File: src/rtl/bullet_line_rasterizer_pkg.sv
// rtl/bullet_line_rasterizer_pkg.sv - shared constants and types for the bullet line rasterizer
//
// Purpose: bullet table field offsets, bullet geometry, video geometry and
//          the scan FSM state encoding shared by the top and the span bank.
// Ports:   none (package).
package bullet_line_rasterizer_pkg;

  // Bullet table word layout
  localparam int X_MSB      = 31;
  localparam int X_LSB      = 22;
  localparam int Y_MSB      = 21;
  localparam int Y_LSB      = 13;
  localparam int ACTIVE_BIT = 3;
  localparam int OWNER_BIT  = 2;

  // Geometry
  localparam int BULLET_SIZE  = 12;
  localparam int VIDEO_WIDTH  = 640;
  localparam int VIDEO_HEIGHT = 480;

  typedef enum logic [1:0] {
    ST_IDLE  = 2'd0,
    ST_SCAN  = 2'd1,
    ST_DRAIN = 2'd2
  } scan_state_t;

endpackage

File: src/rtl/bullet_line_rasterizer_span_bank.sv
// rtl/bullet_line_rasterizer_span_bank.sv - span register file with parallel horizontal compare
//
// Purpose: holds up to MAX_SPANS {x, owner} spans for one scanline. Appends
//          in order, clears in one cycle, and compares every valid span
//          against the current pixel x in parallel.
// Ports:
//   clk, reset    clock and synchronous active-high reset (clears count)
//   i_clear       empty the bank (wins over a same-cycle append)
//   i_append      store {i_x, i_owner} at index count; ignored when full
//   i_x, i_owner  span left edge and owner bit
//   i_pix_x       current pixel x for the compare
//   o_full        bank holds MAX_SPANS spans
//   o_hit_vec     per-span hit (only spans below count can hit)
//   o_owner_vec   per-span owner bit
module bullet_line_rasterizer_span_bank #(
  parameter int MAX_SPANS   = 8,
  parameter int BULLET_SIZE = 12
) (
  input  logic                 clk,
  input  logic                 reset,
  input  logic                 i_clear,
  input  logic                 i_append,
  input  logic [9:0]           i_x,
  input  logic                 i_owner,
  input  logic [9:0]           i_pix_x,
  output logic                 o_full,
  output logic [MAX_SPANS-1:0] o_hit_vec,
  output logic [MAX_SPANS-1:0] o_owner_vec
);

  localparam int CW = $clog2(MAX_SPANS + 1);

  logic [CW-1:0]        r_count;
  logic [9:0]           r_x [MAX_SPANS];
  logic [MAX_SPANS-1:0] r_owner;

  assign o_full      = (r_count == CW'(MAX_SPANS));
  assign o_owner_vec = r_owner;

  always_ff @(posedge clk) begin
    if (reset) begin
      r_count <= '0;
    end else if (i_clear) begin
      r_count <= '0;
    end else if (i_append && !o_full) begin
      for (int i = 0; i < MAX_SPANS; i++) begin
        if (r_count == CW'(i)) begin
          r_x[i]     <= i_x;
          r_owner[i] <= i_owner;
        end
      end
      r_count <= r_count + CW'(1);
    end
  end

  // 11-bit compare so a span near the right edge never wraps to x=0
  always_comb begin
    o_hit_vec = '0;
    for (int i = 0; i < MAX_SPANS; i++) begin
      o_hit_vec[i] = (CW'(i) < r_count) &&
                     ({1'b0, i_pix_x} >= {1'b0, r_x[i]}) &&
                     ({1'b0, i_pix_x} <  ({1'b0, r_x[i]} + 11'(BULLET_SIZE)));
    end
  end

endmodule

File: src/rtl/bullet_line_rasterizer.sv
// rtl/bullet_line_rasterizer.sv - per-scanline bullet span collector and pixel hit generator
//
// Purpose: during horizontal blanking, scans the bullet table once and
//          collects bullets touching the next line into a back span bank;
//          banks swap when the scan drains. During active video, compares
//          pixel x against the front bank only and outputs a registered
//          hit and owner colour.
// Ports:
//   clk, reset       pixel clock, synchronous active-high reset
//   lineEnd, lineY   end-of-line pulse and the y of the line just ended
//   active, pixX     active-video flag and current pixel x
//   bulletRdEn       bullet table read strobe
//   bulletAddr       bullet table index
//   bulletData       table word, valid one cycle after a read strobe
//   pixelHit         registered hit for the previous cycle's pixel
//   pixelColor       registered colour, 0 without a hit
//   scanBusy         scan or drain in progress
//   overflowSticky   some line had more than MAX_SPANS bullets
//   restartSticky    lineEnd arrived while a scan was running
//   statusClear      clears both sticky flags
module bullet_line_rasterizer #(
  parameter int          MAX_BULLETS  = 64,
  parameter int          MAX_SPANS    = 8,
  parameter int          BULLET_SIZE  = bullet_line_rasterizer_pkg::BULLET_SIZE,
  parameter int          VIDEO_HEIGHT = bullet_line_rasterizer_pkg::VIDEO_HEIGHT,
  parameter logic [11:0] COLOR_P1     = 12'hF00,
  parameter logic [11:0] COLOR_P2     = 12'h00F
) (
  input  logic                           clk,
  input  logic                           reset,
  input  logic                           lineEnd,
  input  logic [8:0]                     lineY,
  input  logic                           active,
  input  logic [9:0]                     pixX,
  output logic                           bulletRdEn,
  output logic [$clog2(MAX_BULLETS)-1:0] bulletAddr,
  input  logic [31:0]                    bulletData,
  output logic                           pixelHit,
  output logic [11:0]                    pixelColor,
  output logic                           scanBusy,
  output logic                           overflowSticky,
  output logic                           restartSticky,
  input  logic                           statusClear
);

  import bullet_line_rasterizer_pkg::*;

  localparam int AW = $clog2(MAX_BULLETS);

  scan_state_t r_state;
  logic [8:0]    r_tgt;
  logic [AW-1:0] r_addr;
  logic          r_rd_en;
  logic          r_data_valid;
  logic          r_front;
  logic          r_busy;
  logic          r_hit;
  logic [11:0]   r_color;
  logic          r_ovf;
  logic          r_restart;

  logic [8:0]           w_tgt;
  logic [9:0]           w_bx;
  logic [8:0]           w_by;
  logic                 w_bact;
  logic                 w_bown;
  logic                 w_y_hit;
  logic                 w_capture;
  logic                 w_back_full;
  logic                 w_ovf_set;
  logic                 w_full0, w_full1;
  logic [MAX_SPANS-1:0] w_hit0, w_hit1, w_own0, w_own1;
  logic [MAX_SPANS-1:0] w_front_hit, w_front_own;
  logic                 w_any_hit;
  logic                 w_sel_owner;
  logic                 w_unused_bits;

  assign w_unused_bits = &{1'b0, bulletData[12:4], bulletData[1:0]};

  assign w_tgt  = (lineY == 9'(VIDEO_HEIGHT - 1)) ? 9'd0 : lineY + 9'd1;
  assign w_bx   = bulletData[X_MSB:X_LSB];
  assign w_by   = bulletData[Y_MSB:Y_LSB];
  assign w_bact = bulletData[ACTIVE_BIT];
  assign w_bown = bulletData[OWNER_BIT];

  // 10-bit vertical compare: bullets near y=511 must not wrap onto line 0
  assign w_y_hit = ({1'b0, r_tgt} >= {1'b0, w_by}) &&
                   ({1'b0, r_tgt} <  ({1'b0, w_by} + 10'(BULLET_SIZE)));

  // A lineEnd restart discards whatever word is on the bus this cycle
  assign w_capture   = r_data_valid && !lineEnd && w_bact && w_y_hit;
  assign w_back_full = r_front ? w_full0 : w_full1;
  assign w_ovf_set   = w_capture && w_back_full;

  // Bank 0 is the back bank when r_front=1, bank 1 when r_front=0
  bullet_line_rasterizer_span_bank #(
    .MAX_SPANS   (MAX_SPANS),
    .BULLET_SIZE (BULLET_SIZE)
  ) u_bank0 (
    .clk         (clk),
    .reset       (reset),
    .i_clear     (lineEnd && r_front),
    .i_append    (w_capture && r_front),
    .i_x         (w_bx),
    .i_owner     (w_bown),
    .i_pix_x     (pixX),
    .o_full      (w_full0),
    .o_hit_vec   (w_hit0),
    .o_owner_vec (w_own0)
  );

  bullet_line_rasterizer_span_bank #(
    .MAX_SPANS   (MAX_SPANS),
    .BULLET_SIZE (BULLET_SIZE)
  ) u_bank1 (
    .clk         (clk),
    .reset       (reset),
    .i_clear     (lineEnd && !r_front),
    .i_append    (w_capture && !r_front),
    .i_x         (w_bx),
    .i_owner     (w_bown),
    .i_pix_x     (pixX),
    .o_full      (w_full1),
    .o_hit_vec   (w_hit1),
    .o_owner_vec (w_own1)
  );

  assign w_front_hit = r_front ? w_hit1 : w_hit0;
  assign w_front_own = r_front ? w_own1 : w_own0;

  // Lowest-index matching span decides the colour
  always_comb begin
    w_any_hit   = |w_front_hit;
    w_sel_owner = 1'b0;
    for (int i = MAX_SPANS - 1; i >= 0; i--) begin
      if (w_front_hit[i]) w_sel_owner = w_front_own[i];
    end
  end

  // Scan FSM: lineEnd in any state (re)starts the scan for the new target
  always_ff @(posedge clk) begin
    if (reset) begin
      r_state      <= ST_IDLE;
      r_tgt        <= '0;
      r_addr       <= '0;
      r_rd_en      <= 1'b0;
      r_data_valid <= 1'b0;
      r_front      <= 1'b0;
      r_busy       <= 1'b0;
    end else begin
      r_data_valid <= r_rd_en && !lineEnd;
      if (lineEnd) begin
        r_state <= ST_SCAN;
        r_tgt   <= w_tgt;
        r_addr  <= '0;
        r_rd_en <= 1'b1;
        r_busy  <= 1'b1;
      end else begin
        case (r_state)
          ST_IDLE: begin
          end
          ST_SCAN: begin
            if (r_addr == AW'(MAX_BULLETS - 1)) begin
              r_state <= ST_DRAIN;
              r_rd_en <= 1'b0;
            end else begin
              r_addr <= r_addr + AW'(1);
            end
          end
          ST_DRAIN: begin
            // Last word is captured into the old back bank on this same edge
            r_front <= ~r_front;
            r_state <= ST_IDLE;
            r_busy  <= 1'b0;
          end
          default: begin
            r_state <= ST_IDLE;
            r_rd_en <= 1'b0;
            r_busy  <= 1'b0;
          end
        endcase
      end
    end
  end

  // Sticky status: a same-cycle set beats statusClear
  always_ff @(posedge clk) begin
    if (reset) begin
      r_ovf     <= 1'b0;
      r_restart <= 1'b0;
    end else begin
      if (w_ovf_set)        r_ovf <= 1'b1;
      else if (statusClear) r_ovf <= 1'b0;
      if (lineEnd && r_state != ST_IDLE) r_restart <= 1'b1;
      else if (statusClear)              r_restart <= 1'b0;
    end
  end

  always_ff @(posedge clk) begin
    if (reset) begin
      r_hit   <= 1'b0;
      r_color <= '0;
    end else begin
      r_hit   <= active && w_any_hit;
      r_color <= (active && w_any_hit) ? (w_sel_owner ? COLOR_P2 : COLOR_P1) : 12'h000;
    end
  end

  assign bulletRdEn     = r_rd_en;
  assign bulletAddr     = r_addr;
  assign scanBusy       = r_busy;
  assign pixelHit       = r_hit;
  assign pixelColor     = r_color;
  assign overflowSticky = r_ovf;
  assign restartSticky  = r_restart;

endmodule

File: config.mk
export PLATFORM = sky130hd
export DESIGN_NAME = bullet_line_rasterizer
export DESIGN_NICKNAME = d
export VERILOG_FILES = /design/src/rtl/bullet_line_rasterizer_pkg.sv /design/src/rtl/bullet_line_rasterizer_span_bank.sv /design/src/rtl/bullet_line_rasterizer.sv
export SDC_FILE = /design/constraint.sdc
export NUM_CORES = 1
export LEC_CHECK = 0
export CELL_PAD_IN_SITES_DETAIL_PLACEMENT = 0
export CELL_PAD_IN_SITES_GLOBAL_PLACEMENT = 2
export CORE_MARGIN = 2
export CORE_UTILIZATION = 29
export CTS_BUF_LIST = sky130_fd_sc_hd__clkbuf_8
export CTS_CLUSTER_DIAMETER = 120
export CTS_CLUSTER_SIZE = 20
export DETAILED_ROUTE_END_ITERATION = 12
export PLACE_DENSITY = 0.64
export SETUP_SLACK_MARGIN = 0.3
export SYNTH_ARGS = -nofsm -noshare
export SYNTH_HDL_FRONTEND = slang
export SYNTH_HIERARCHICAL = 1
export SYNTH_SLANG_ARGS = --single-unit
File: constraint.sdc
create_clock -name clk -period 6.4 [get_ports clk]
set_input_delay 1.28 -clock clk [delete_from_list [all_inputs] [get_ports clk]]
set_output_delay 1.28 -clock clk [all_outputs]
set_load 0.05 [all_outputs]
==> tab_implementation.tex, run 1 <==
\begin{tabular}{lr}
\hline
Metric & Value \\
\hline
\multicolumn{2}{l}{\textbf{Status}} \\
\quad Outcome & finished, final reports clean \\
\multicolumn{2}{l}{\textbf{Die}} \\
\quad Effective utilization at floorplan & 29.5\% \\
\quad Height of the chip & 241 um \\
\quad Placeable Area & roughly 55000 um\^{}2 \\
\quad Total number of placement rows & 86 \\
\quad Die W & $\sim$240 um \\
\quad Die Footprint & 58200 um\^{}2 \\
\quad Number of top-level design ports & 79 \\
\multicolumn{2}{l}{\textbf{Detailed routing}} \\
\quad Routed wire length per instance & 19.4 um \\
\quad Initial detailed-routing violation count & $\sim$570 \\
\quad Vias per inst & just under 5 \\
\quad Post-route ant nets & 0 \\
\quad DR vias & around 12000 \\
\quad Post-detailed-routing wire length & roughly 47000 um \\
\quad Pre-Repair DR Iteration Count & 4 \\
\quad Post-detailed-route DRC marker count & 0 \\
\multicolumn{2}{l}{\textbf{STA}} \\
\quad Setup violations, final & 0 \\
\quad Worst slew margin & 44.9\% \\
\quad Max Clock Freq & 198 MHz \\
\quad Slew Viols, Final & 0 \\
\quad Hold Fails Final Rpt & 0 \\
\quad Final TNS setup & 0 ns \\
\quad Hold\_ws & just under 0.5 ns \\
\quad Unrepaired setup endpoints after global routing & no \\
\quad Max Clock Skew & between 0.02 and 0.025 ns \\
\quad Worst slew pin tran & 0.826 ns \\
\quad Final period utilization & between 70\% and 80\% \\
\quad Final min period & 5.04 ns \\
\multicolumn{2}{l}{\textbf{Yosys}} \\
\quad Area leader, netlist & edfxtp\_1 \\
\quad Synth warn & 6 \\
\quad Post-synth top cells & ha\_1 (329), edfxtp\_1 (176), inv\_1 (171), a21oi\_1 (91), xnor2\_1 (91) \\
\quad Count of mapped cells out of synthesis & around 1600 \\
\quad Post-synthesis register bit count & 210 \\
\quad Synth Flop Type & edfxtp\_1 \\
\quad Syn Std Cell Area & between 15000 and 20000 um\^{}2 \\
\quad Post-Synthesis Mean Instance Area & 10.3 um\^{}2 \\
\quad FFs w/ async S/R, synth & 0\% \\
\quad Portion of the post-synthesis area used by sequential elements & between 30\% and 40\% \\
\quad Area fraction of the dominant cell type after synthesis & roughly a third \\
\quad Dominant cell by count in the synthesized netlist & ha\_1 \\
\quad Cell types occupying the most area after synthesis & edfxtp\_1 (32\%), ha\_1 (25\%), xnor2\_1 (4.9\%) \\
\quad Count of flip-flops with a built-in enable after synthesis & between 150 and 200 \\
\quad Synth unique cells & 72 \\
\multicolumn{2}{l}{\textbf{Global routing}} \\
\quad Initial antenna violation count & 4 \\
\quad Pin count of the biggest net entering global routing & 26 \\
\quad Global-route usage over all layers & around 16\% \\
\quad Vias in the first global route & $\sim$12000 \\
\quad Total congestion overflow after global routing & 0 \\
\quad Global-route wire length before repair & 71800 um \\
\multicolumn{2}{l}{\textbf{Clock network}} \\
\quad TritonCTS clock tree & built \\
\quad CTS-repair resized insts & 0 \\
\quad Setup fix buffers added after clock tree synthesis & 0 \\
\quad Number of clock buffers inserted by TritonCTS & 14 \\
\quad Clock Path Buffers & 3 \\
\quad CTS sink count & 210 \\
\quad Clock transition at the registers of the reported paths & $\sim$0.12 ns \\
\quad CTS Root Buffer Type & clkbuf\_8 \\
\quad Number of levels in the clock H-tree & 1 \\
\quad Worst-Skew Late Latency & around 0.54 ns \\
\quad Count of hold-fix buffers inserted at cts & 0 \\
\multicolumn{2}{l}{\textbf{Layout}} \\
\quad Layout overhead on the synthesized area & 11.5\% \\
\quad Area of the multi-input gates & between 9000 and 10000 um\^{}2 \\
\quad Nets & a little over 2000 \\
\quad Ratio of cells with drive above 1 in the final layout & between 4 and 5\% \\
\quad Area of all sequential standard cells & a little under 6000 um\^{}2 \\
\quad Final core utilization & between 30\% and 40\% \\
\quad Fill count & roughly 5700 \\
\quad Post-route non-filler standard cell count & 2429 \\
\multicolumn{2}{l}{\textbf{Placement}} \\
\quad Count of input and output buffers & 63 \\
\quad HPWL reported at the end of detailed placement & approximately 34000 um \\
\quad Last weighted congestion value of the routability-driven placer & 0.797 \\
\quad Post-Place Cells & between 2000 and 2500 \\
\multicolumn{2}{l}{\textbf{Power}} \\
\quad Power Dens Cells & around 140 nW/um\^{}2 \\
\quad Static leakage power & between 7 and 8 nW \\
\quad VDD IR max & roughly 0.084 mV \\
\multicolumn{2}{l}{\textbf{Critical path}} \\
\quad Largest stage delay on the critical path & between 0.5 and 0.6 ns \\
\quad Data required, critical path & approximately 6.6 ns \\
\quad Slowest cell on crit path & and2\_1 \\
\quad Cells traversed along the worst timing path & clkdlybuf4s50\_1, o21ai\_0, or3\_1, xnor2\_1, ha\_1, a21oi\_1, nor2b\_1, o32a\_1, nor3\_1, nand2\_1, nor3\_1, and2\_1 \\
\quad Most frequent CP cell & nor3\_1 \\
\quad Sort of element at the start of the critical path & input port \\
\quad Type of element capturing the critical path & register \\
\quad Highest net fanout along the worst path & 10 \\
\quad Critical Setup Path Class & in2reg \\
\quad Endpoint arrival time on the critical path & $\sim$5.2 ns \\
\multicolumn{2}{l}{\textbf{Worst hold path}} \\
\quad Class of the tightest hold or removal check & reg2reg \\
\multicolumn{2}{l}{\textbf{Job}} \\
\quad Max\_cap viols & 0 \\
\hline
\end{tabular}
area by class of cell:
cell class	instances	share of cell area, %
timing repair buffer	90	4.40
multi-input combinational	1176	52.6
antenna	1	0.0137
clock buffer	15	1.13
clock inverter	9	0.227
sequential	210	32.8
tap	748	5.14
inverter	180	3.72
report_power, final:
part,leakage [nW],switching [W],internal [W]
Clock,0.157,0.000455,0.000224
Sequential,1.86,0.00000566,0.00148
Combinational,5.68,0.000229,0.000143
Total,7.69,0.000690,0.00185
critical path: cells and delay by family:
kind / cells / cell delay (ns)
xor+xnor: 1 / 0.13
fa+ha+maj: 1 / 0.29
buf+inv: 1 / 0.52
simple gates: 6 / 2.24
compound gates: 3 / 0.76
metrics by stage:
step / cell area, um^2 / power [W] / setup slack, ns
final: 18200 / 0.00254 / 1.36
after global routing: 18200 / 0.00268 / 1.10
after detailed placement: 18000 / 0.00190 / 0.792
after global placement: 18000 / 0.00189 / 0.765
after floorplan: 16300 / 0.00171 / 1.83
after CTS: 18200 / 0.00260 / 1.39
logic make-up (layout without fill, tap and decap cells):
family          count (synthesis)  count (layout)  share of synthesized area, %
fa+ha+maj                     329             329                          25.2
compound gates                367             367                          15.1
other cells                     1               5                        0.0230
simple gates                  353             353                          11.6
flops                         210             210                          36.5
buf+inv                       202             294                          4.94
xor+xnor                      118             118                          6.33
mux                             5               5                         0.307
final timing paths:
path,start,end,slack (ns),cells after the start
min,restartSticky,restartSticky,0.48,2
max,bulletData[17],u_bank1/r_x[0][20],1.36,12
max reg2reg,u_bank0/r_x[1][32],pixelColor[3],2.24,14
min reg2reg,restartSticky,restartSticky,0.48,2
state kept, by name, indices dropped and copies added (netlist names), 2 cells and up:
register,flops
bulletAddr,6
pixelColor,2
r_state,2
r_tgt,9
u_bank0/o_owner_vec,8
u_bank0/r_count,4
u_bank0/r_x,80
u_bank1/o_owner_vec,8
u_bank1/r_count,4
u_bank1/r_x,80
layout by cell type (no fill, tap or decap), drive strengths merged, types with 5 or more instances in the layout:
master / count
nand3: 29
or3: 5
a211oi: 33
a221oi: 6
a211o: 7
nand2: 57
o2111ai: 24
inv: 188
a31oi: 11
nor3b: 6
o21ai: 82
a21o: 30
a32oi: 5
mux2i: 5
nor2b: 23
buf: 36
nand4: 17
and4: 8
xor2: 27
ha: 329
a21oi: 91
nor3: 56
clkbuf: 15
and2: 16
clkdlybuf4s50: 54
and3: 19
a2111oi: 13
xnor2: 91
nand3b: 6
nand2b: 32
edfxtp: 176
nor2: 59
dfxtp: 34
o211ai: 7
o21a: 18
nor4: 11
metal layers:
layer  vias to the layer above  part of all wire (%)  track usage, %
met5                         -                 0.053               0
met2                       182                    47            28.2
met3                        47                   3.2            1.62
met4                         4                   1.6            3.22
met1                      5749                    48            22.1
li1                       6057                     -               -
(Power assumes the default switching activity.)
==> run 2, diff against run 1 <==
Settings changed: PLACE_DENSITY 0.64 to 0.66.
Clock period 6.4 ns to 4.35 ns, I/O delays scaled along.
==> tab_implementation.tex, run 2 (synthesis results as in run 1) <==
\begin{tabular}{lr}
\hline
Metric & Value \\
\hline
\multicolumn{2}{l}{\textbf{Layout}} \\
\quad Most common library cell in the layout ignoring fill and taps & ha\_1 \\
\quad Post-route non-filler standard cell count & 2480 (+2.1\%) \\
\quad Post-Layout Inst Area & 18900 um\^{}2 (+3.6\%) \\
\quad Area of all sequential standard cells & 5970 um\^{}2 (unchanged) \\
\quad Nets & 2107 (+2.4\%) \\
\quad Area of the multi-input gates & 9600 um\^{}2 (+0.31\%) \\
\quad Fill count & 5674 (-1.1\%) \\
\quad Layout overhead on the synthesized area & 15.5\% \\
\quad Biggest regs & u\_bank0/r\_x x80, u\_bank1/r\_x x80, r\_tgt x9 \\
\quad Ratio of cells with drive above 1 in the final layout & 7.40\% (+3.2 points) \\
\quad Highest-count cells in the layout ignoring fill and taps & ha\_1 (329), inv\_1 (178), edfxtp\_1 (176) \\
\multicolumn{2}{l}{\textbf{Clock network}} \\
\quad Number of levels in the clock H-tree & 1 (unchanged) \\
\quad CTS Root Buffer Type & clkbuf\_8 \\
\quad Clock Path Buffers & 3 (unchanged) \\
\quad CTS sink count & 210 (unchanged) \\
\quad Clock transition at the registers of the reported paths & 0.14 ns (+0.02 ns) \\
\quad TritonCTS clock tree & built \\
\quad Worst-Skew Late Latency & 0.55 ns (about the same) \\
\quad Count of hold-fix buffers inserted at cts & 0 (unchanged) \\
\quad Number of clock buffers inserted by TritonCTS & 14 (unchanged) \\
\quad Setup fix buffers added after clock tree synthesis & 0 (unchanged) \\
\multicolumn{2}{l}{\textbf{Critical path}} \\
\quad Reg2reg path depth & 15 (+1) \\
\quad Buffer and inverter count on the worst path & 4 (+3) \\
\quad R2r endpoint & pixelColor[3] \\
\quad Crit. path cell count & 15 (+3) \\
\quad Minimum setup slack among reg-to-reg paths & 0.56 ns (-1.68 ns) \\
\quad Most frequent CP cell & ha\_1 \\
\quad Cells traversed along the worst timing path & clkdlybuf4s50\_1, inv\_1, ha\_1, nor2\_1, nand4\_1, xnor2\_1, ha\_1, o2111ai\_1, a21oi\_1, o32a\_1, nor3\_1, buf\_4, and4b\_2, and3\_1, buf\_12 \\
\quad Slowest cell on crit path & clkdlybuf4s50\_1 \\
\quad Sort of element at the start of the critical path & input port \\
\quad Largest stage delay on the critical path & 0.50 ns (-0.06 ns) \\
\quad Critical Setup Path Class & in2reg \\
\quad Type of element capturing the critical path & register \\
\quad Endpoint arrival time on the critical path & 4.07 ns (-1.15 ns) \\
\quad Reg-to-reg startpoint & u\_bank0/r\_x[1][32] \\
\quad Data required, critical path & 4.62 ns (-1.96 ns) \\
\quad Highest net fanout along the worst path & 10 (unchanged) \\
\quad Kind of cell adding the most delay to the critical path & simple AND/OR/NAND/NOR gates \\
\multicolumn{2}{l}{\textbf{Worst hold path}} \\
\quad Class of the tightest hold or removal check & reg2reg \\
\quad Worst hold endpoint & r\_data\_valid \\
\quad Beginning of the worst hold path & bulletRdEn \\
\quad Hold depth & 1 (-1) \\
\multicolumn{2}{l}{\textbf{STA}} \\
\quad Worst-case setup margin in the final layout & 0.550 ns (-0.810 ns) \\
\quad Max Clock Freq & between 200 and 300 MHz \\
\quad Hold Fails Final Rpt & 0 (unchanged) \\
\quad Unrepaired setup endpoints after global routing & no \\
\quad Slew Viols, Final & 0 (unchanged) \\
\quad Final period utilization & $\sim$87\% \\
\quad Worst slew margin & 24.9\% (-20 points) \\
\quad Setup violations, final & 0 (unchanged) \\
\quad Hold\_ws & 0.492 ns (+0.00884 ns) \\
\quad Worst slew pin tran & 1.12 ns (+0.296 ns) \\
\quad Final min period & between 3 and 4 ns \\
\quad Max Clock Skew & 0.0386 ns (+0.0147 ns) \\
\multicolumn{2}{l}{\textbf{Detailed routing}} \\
\quad Post-detailed-routing wire length & 46600 um (-1.3\%) \\
\quad Routed wire length per instance & 18.8 um (-3.3\%) \\
\quad Vias per inst & 4.93 (-0.44\%) \\
\quad Post-detailed-route DRC marker count & 0 (unchanged) \\
\quad Post-route ant nets & 0 (unchanged) \\
\quad Pre-Repair DR Iteration Count & 5 (+1) \\
\quad DR vias & 12200 (+1.7\%) \\
\quad Initial detailed-routing violation count & 555 (-1.9\%) \\
\multicolumn{2}{l}{\textbf{Global routing}} \\
\quad Pin count of the biggest net entering global routing & 33 (+27\%) \\
\quad Total congestion overflow after global routing & 0 (unchanged) \\
\quad Global-route usage over all layers & 16.1\% (-0.21 points) \\
\quad Initial antenna violation count & 2 (-2) \\
\quad Global-route wire length before repair & 71000 um (-1.1\%) \\
\quad Vias in the first global route & 12300 (-0.51\%) \\
\multicolumn{2}{l}{\textbf{Power}} \\
\quad Share of power burned in combinational logic & 15.4\% (+0.8 points) \\
\quad Total power of the final layout & 0.00376 W (+48\%) \\
\quad Switching Power & 0.00102 W (+48\%) \\
\quad VDD IR max & 0.125 mV (+48\%) \\
\quad Proportion of power drawn by the clock network & 26.4\% (-0.3 points) \\
\quad Switching Share & 27.1\% (-0.096 points) \\
\quad Static leakage power & 8.03 nW (+4.3\%) \\
\quad Sequential cell fraction of total power & 58.3\% (-0.3 points) \\
\quad Cell internal power dissipation & 0.00274 W (+48\%) \\
\quad Power Dens Cells & 199 nW/um\^{}2 (+43\%) \\
\multicolumn{2}{l}{\textbf{Die}} \\
\quad Number of top-level design ports & 79 (unchanged) \\
\quad Placeable Area & 55400 um\^{}2 (unchanged) \\
\quad Total number of placement rows & 86 (unchanged) \\
\quad Die W & 241 um (unchanged) \\
\quad Height of the chip & 241 um (unchanged) \\
\quad Die Footprint & 58200 um\^{}2 (unchanged) \\
\quad Effective utilization at floorplan & 29.5\% (unchanged) \\
\multicolumn{2}{l}{\textbf{Placement}} \\
\quad Post-placement cell area & 18600 um\^{}2 (+3.6\%) \\
\quad Count of input and output buffers & 63 (unchanged) \\
\quad Post-Place Cells & 2454 (+2.1\%) \\
\quad HPWL reported at the end of detailed placement & 34100 um (-0.45\%) \\
\quad Last weighted congestion value of the routability-driven placer & 0.801 (+0.51\%) \\
\quad Setup WS pre-CTS & -0.114 ns (-0.906 ns) \\
\multicolumn{2}{l}{\textbf{Job}} \\
\quad Max\_cap viols & 0 (unchanged) \\
\multicolumn{2}{l}{\textbf{Status}} \\
\quad Outcome & finished, final reports clean \\
\hline
\end{tabular}
==> run 2: layer usage <==
metal  up-vias  wire [um]  track usage [%]
met2       188      21300             27.0
li1       6163          -                -
met5         -          0                0
met1      5842      22800             22.4
met4         0        968             3.44
met3        45       1480             1.66
==> run 2: worst max path at each step <==
| stage | from | to | slack (ns) |
|---|---|---|---|
| after floorplan | bulletData[16] | u_bank1/r_x[1][0] | 0.45 |
| final | bulletData[15] | u_bank0/r_x[1][14] | 0.55 |
| after global routing | u_bank0/r_x[1][32] | pixelColor[3] | 0.31 |
| after CTS | u_bank0/r_x[1][32] | pixelColor[3] | 0.37 |
| after global placement | bulletData[15] | u_bank0/r_x[1][14] | -0.11 |
| after detailed placement | bulletData[15] | u_bank1/r_x[1][19] | -0.11 |
==> run 2: power by group through the flow <==
stage / logic [W] / registers [W] / clock network, W
after global placement: 0.000575 / 0.00224 / 0
after detailed placement: 0.000583 / 0.00224 / 0
after floorplan: 0.000275 / 0.00224 / 0
final: 0.000579 / 0.00219 / 0.000992
after global routing: 0.000649 / 0.00219 / 0.00112
after CTS: 0.000587 / 0.00219 / 0.00106
==> run 2: repair_timing <==
| item | 4_1_cts | 5_1_grt |
|---|---|---|
| gates resized for setup | 0 | 6 |
| endpoints found under the setup margin | 0 | 77 |
| hold endpoints to repair | 0 | 0 |
==> run 2: cell type report <==
type	instances	share of cell area [%]
Sequential cell	210	31.6
Clock buffer	15	1.09
Timing Repair Buffer	140	7.60
Clock inverter	9	0.212
Multi-Input combinational cell	1176	50.9
Inverter	180	3.59
Tap cell	748	4.96
Antenna cell	2	0.0265
==> run 2: metrics by stage <==
step | TNS [ns] | util [%]
3_3_place_gp | -7.98 | 33.5
4_1_cts | 0 | 34.0
6_report | 0 | 34.0
5_1_grt | 0 | 34.0
2_1_floorplan | 0 | -
3_5_place_dp | -7.19 | 33.5
==> variant: new RTL, config.mk and constraints of run 2 <==
Register the input `pixX` before use, without a reset. The logic sees it one clock later. The other inputs are not delayed to match.
--- a/src/rtl/bullet_line_rasterizer.sv
+++ b/src/rtl/bullet_line_rasterizer.sv
@@ -48,4 +48,10 @@
   localparam int AW = $clog2(MAX_BULLETS);
 
+  logic [9:0] pixX_q;
+
+  always_ff @(posedge clk) begin
+    pixX_q <= pixX;
+  end
+
   scan_state_t r_state;
   logic [8:0]    r_tgt;
@@ -104,5 +110,5 @@
     .i_x         (w_bx),
     .i_owner     (w_bown),
-    .i_pix_x     (pixX),
+    .i_pix_x     (pixX_q),
     .o_full      (w_full0),
     .o_hit_vec   (w_hit0),
@@ -120,5 +126,5 @@
     .i_x         (w_bx),
     .i_owner     (w_bown),
-    .i_pix_x     (pixX),
+    .i_pix_x     (pixX_q),
     .o_full      (w_full1),
     .o_hit_vec   (w_hit1),
Check against the original RTL: no difference found for any inputs over 4 cycles, from zero or initial values and one cycle with reset high; that may be too few to reach the edited logic, so the function may still have changed.
==> variant against run 2 <==
Register-to-register slack better by 0.11 ns. Power grew 4.1%. Sequential cell count grew 10. First-iteration DRC count down 4.9%. Utilization fell by 0.39 points. Design area increased by 0.79%. Wire length increased by 2.3%. Area after synthesis rose by 1.6%. Sequential power rose by 6%. Setup slack improved by 0.014 ns. Clock power is 6% higher.
==> variant: results (changes against run 2) <==
GPL Wtd Cong 0.8219 (+2.6%); PwrDens 205.9 nW/µm² (+3.3%); status finished, final reports clean; clock buffer depth 3 (unchanged); Crit path max-delay family buffers and inverters; clock buffer count 15 (unchanged); total number of vias 12310 (+0.60%); # Post-CTS Setup Buffers 0 (unchanged); register area 6176 µm² (+3.5%); Post-synth top cells 331 x ha_1, 176 x edfxtp_1, 176 x inv_1; Min-Delay Path Class reg -> reg; YS warnings 6 (unchanged); Critical-path top delay cell clkdlybuf4s50_1; placed inst area 18750 µm² (+0.86%); sequential cell count 220 (+4.8%); DR iter-0 viols 528 (-4.9%); Worst-Skew Late Latency 0.57 ns (+0.02 ns); Area contributors post-synth edfxtp_1 32%, ha_1 25%, dfxtp_1 5.3%, xnor2_1 4.8%, inv_1 4.0%; non-clock buffer count 133 (-5.0%); ys async rst share 0% (unchanged); GRT Util Overall 16.03% (-0.061 points); Final clock-cell share 1.349% (+0.042 points); H-tree depth 1 (unchanged); Regs by FF count u_bank0/r_x x80, u_bank1/r_x x80, pixX_q x10; Max VDD drop 0.2573 mV (+110%); multi-input gate share of total cell area 50.78% (-0.12 points); Sw Share 27.35% (+0.30 points); leakage 8.080 nW (+0.67%); Critical Path AT 4.05 ns (-0.02 ns); Routed wire per std cell 19.01 µm (+1.2%); hold path start restartSticky$_SDFFE_PP0P_; first-pass GRT wire length 73040 µm (+2.9%); max incr delay on CP roughly 0.51 ns; buffering overhead 6.816% (-0.78 points); drt first pass iters 5 (unchanged); most common cell in the netlist ha_1; multi-input gates 1190 (+1.2%); Clock Skew 0.05538 ns (+0.01679 ns); Area Overhead vs Synth 14.58%; Non-clk invs 182 (+1.1%); register area share after synthesis 37.15% (+0.62 points); Seq. pwr 0.00232 W (+6%); clk pwr 0.00105 W (+6%); n_diodes 1 (-1); slew margin rel. 27.37% (+2.5 points); share of cells above drive strength 1 6.975% (-0.42 points); fill count 5678 (+0.070%); Worst-path clk slew 0.14 ns (about the same); DP Wirelength 34760 µm (+1.8%); Final #Nets 2129 (+1.0%); worst slack, placed -0.1851 ns (-0.07133 ns); initial antenna violation count 3 (+1); critical path launch point type primary input; critical path fanouts, max 10 (unchanged); Final Hold Fails 0 (unchanged); number of global-route vias before repair 12580 (+2.6%); cts hold-fix bufs 0 (unchanged); pin count of the biggest net entering global routing 27 (-18%)
==> variant: cell types whose count changed in the layout (fill, tap and decap cells not counted), moves of 8 or more <==
cell | before | now
nor2_1 | 59 | 71
buf_12 | 22 | 12
buf_2 | 10 | 2
clkdlybuf4s50_1 | 53 | 61
dfxtp_2 | 0 | 8
o21a_1 | 18 | 10
==> variant: layer usage <==
layer  GRT usage, %  wire, µm
met1          21.62     23090
met2          27.29     22120
met3          1.869      1372
met4          3.735      1036
met5              0        14
==> variant: worst paths after layout <==
check,cells after the start,slack [ns],to
worst min register to register,2,0.50,restartSticky$_SDFFE_PP0P_
worst max-delay path,17,0.56,u_bank0/r_x[1][6]$_DFFE_PP_
worst min-delay path,2,0.50,restartSticky$_SDFFE_PP0P_
worst max register to register,15,0.67,pixelColor[10]$_SDFF_PP0_
==> variant: metrics by stage <==
| step | cells | power [W] | hold slack [ns] |
|---|---|---|---|
| 2_1_floorplan | 1612 | 0.002650 | 0.4386 |
| 3_3_place_gp | 2481 | 0.002916 | 0.4895 |
| 3_5_place_dp | 2481 | 0.002925 | 0.4848 |
| 4_1_cts | 2505 | 0.004001 | 0.5101 |
| 5_1_grt | 2505 | 0.004114 | 0.5263 |
| 6_report | 2506 | 0.003917 | 0.5012 |
==> variant: worst min-delay path, cell delays in order (launching register included) <==
cell and delay [ns]:
dfxtp_1 0.35, nand2b_1 0.07, a21oi_1 0.05
==> variant: kinds of logic (layout without fill, tap and decap cells) <==
group           Yosys count  count (layout)  share of synthesized area [%]
buf+inv                 202             339                          4.840
mux                       8               8                         0.4825
flops                   220             220                          37.15
compound gates          360             360                          14.52
fa+ha+maj               331             331                          24.95
other cells               1               5                        0.02259
simple gates            370             370                          11.86
xor+xnor                117             117                          6.174
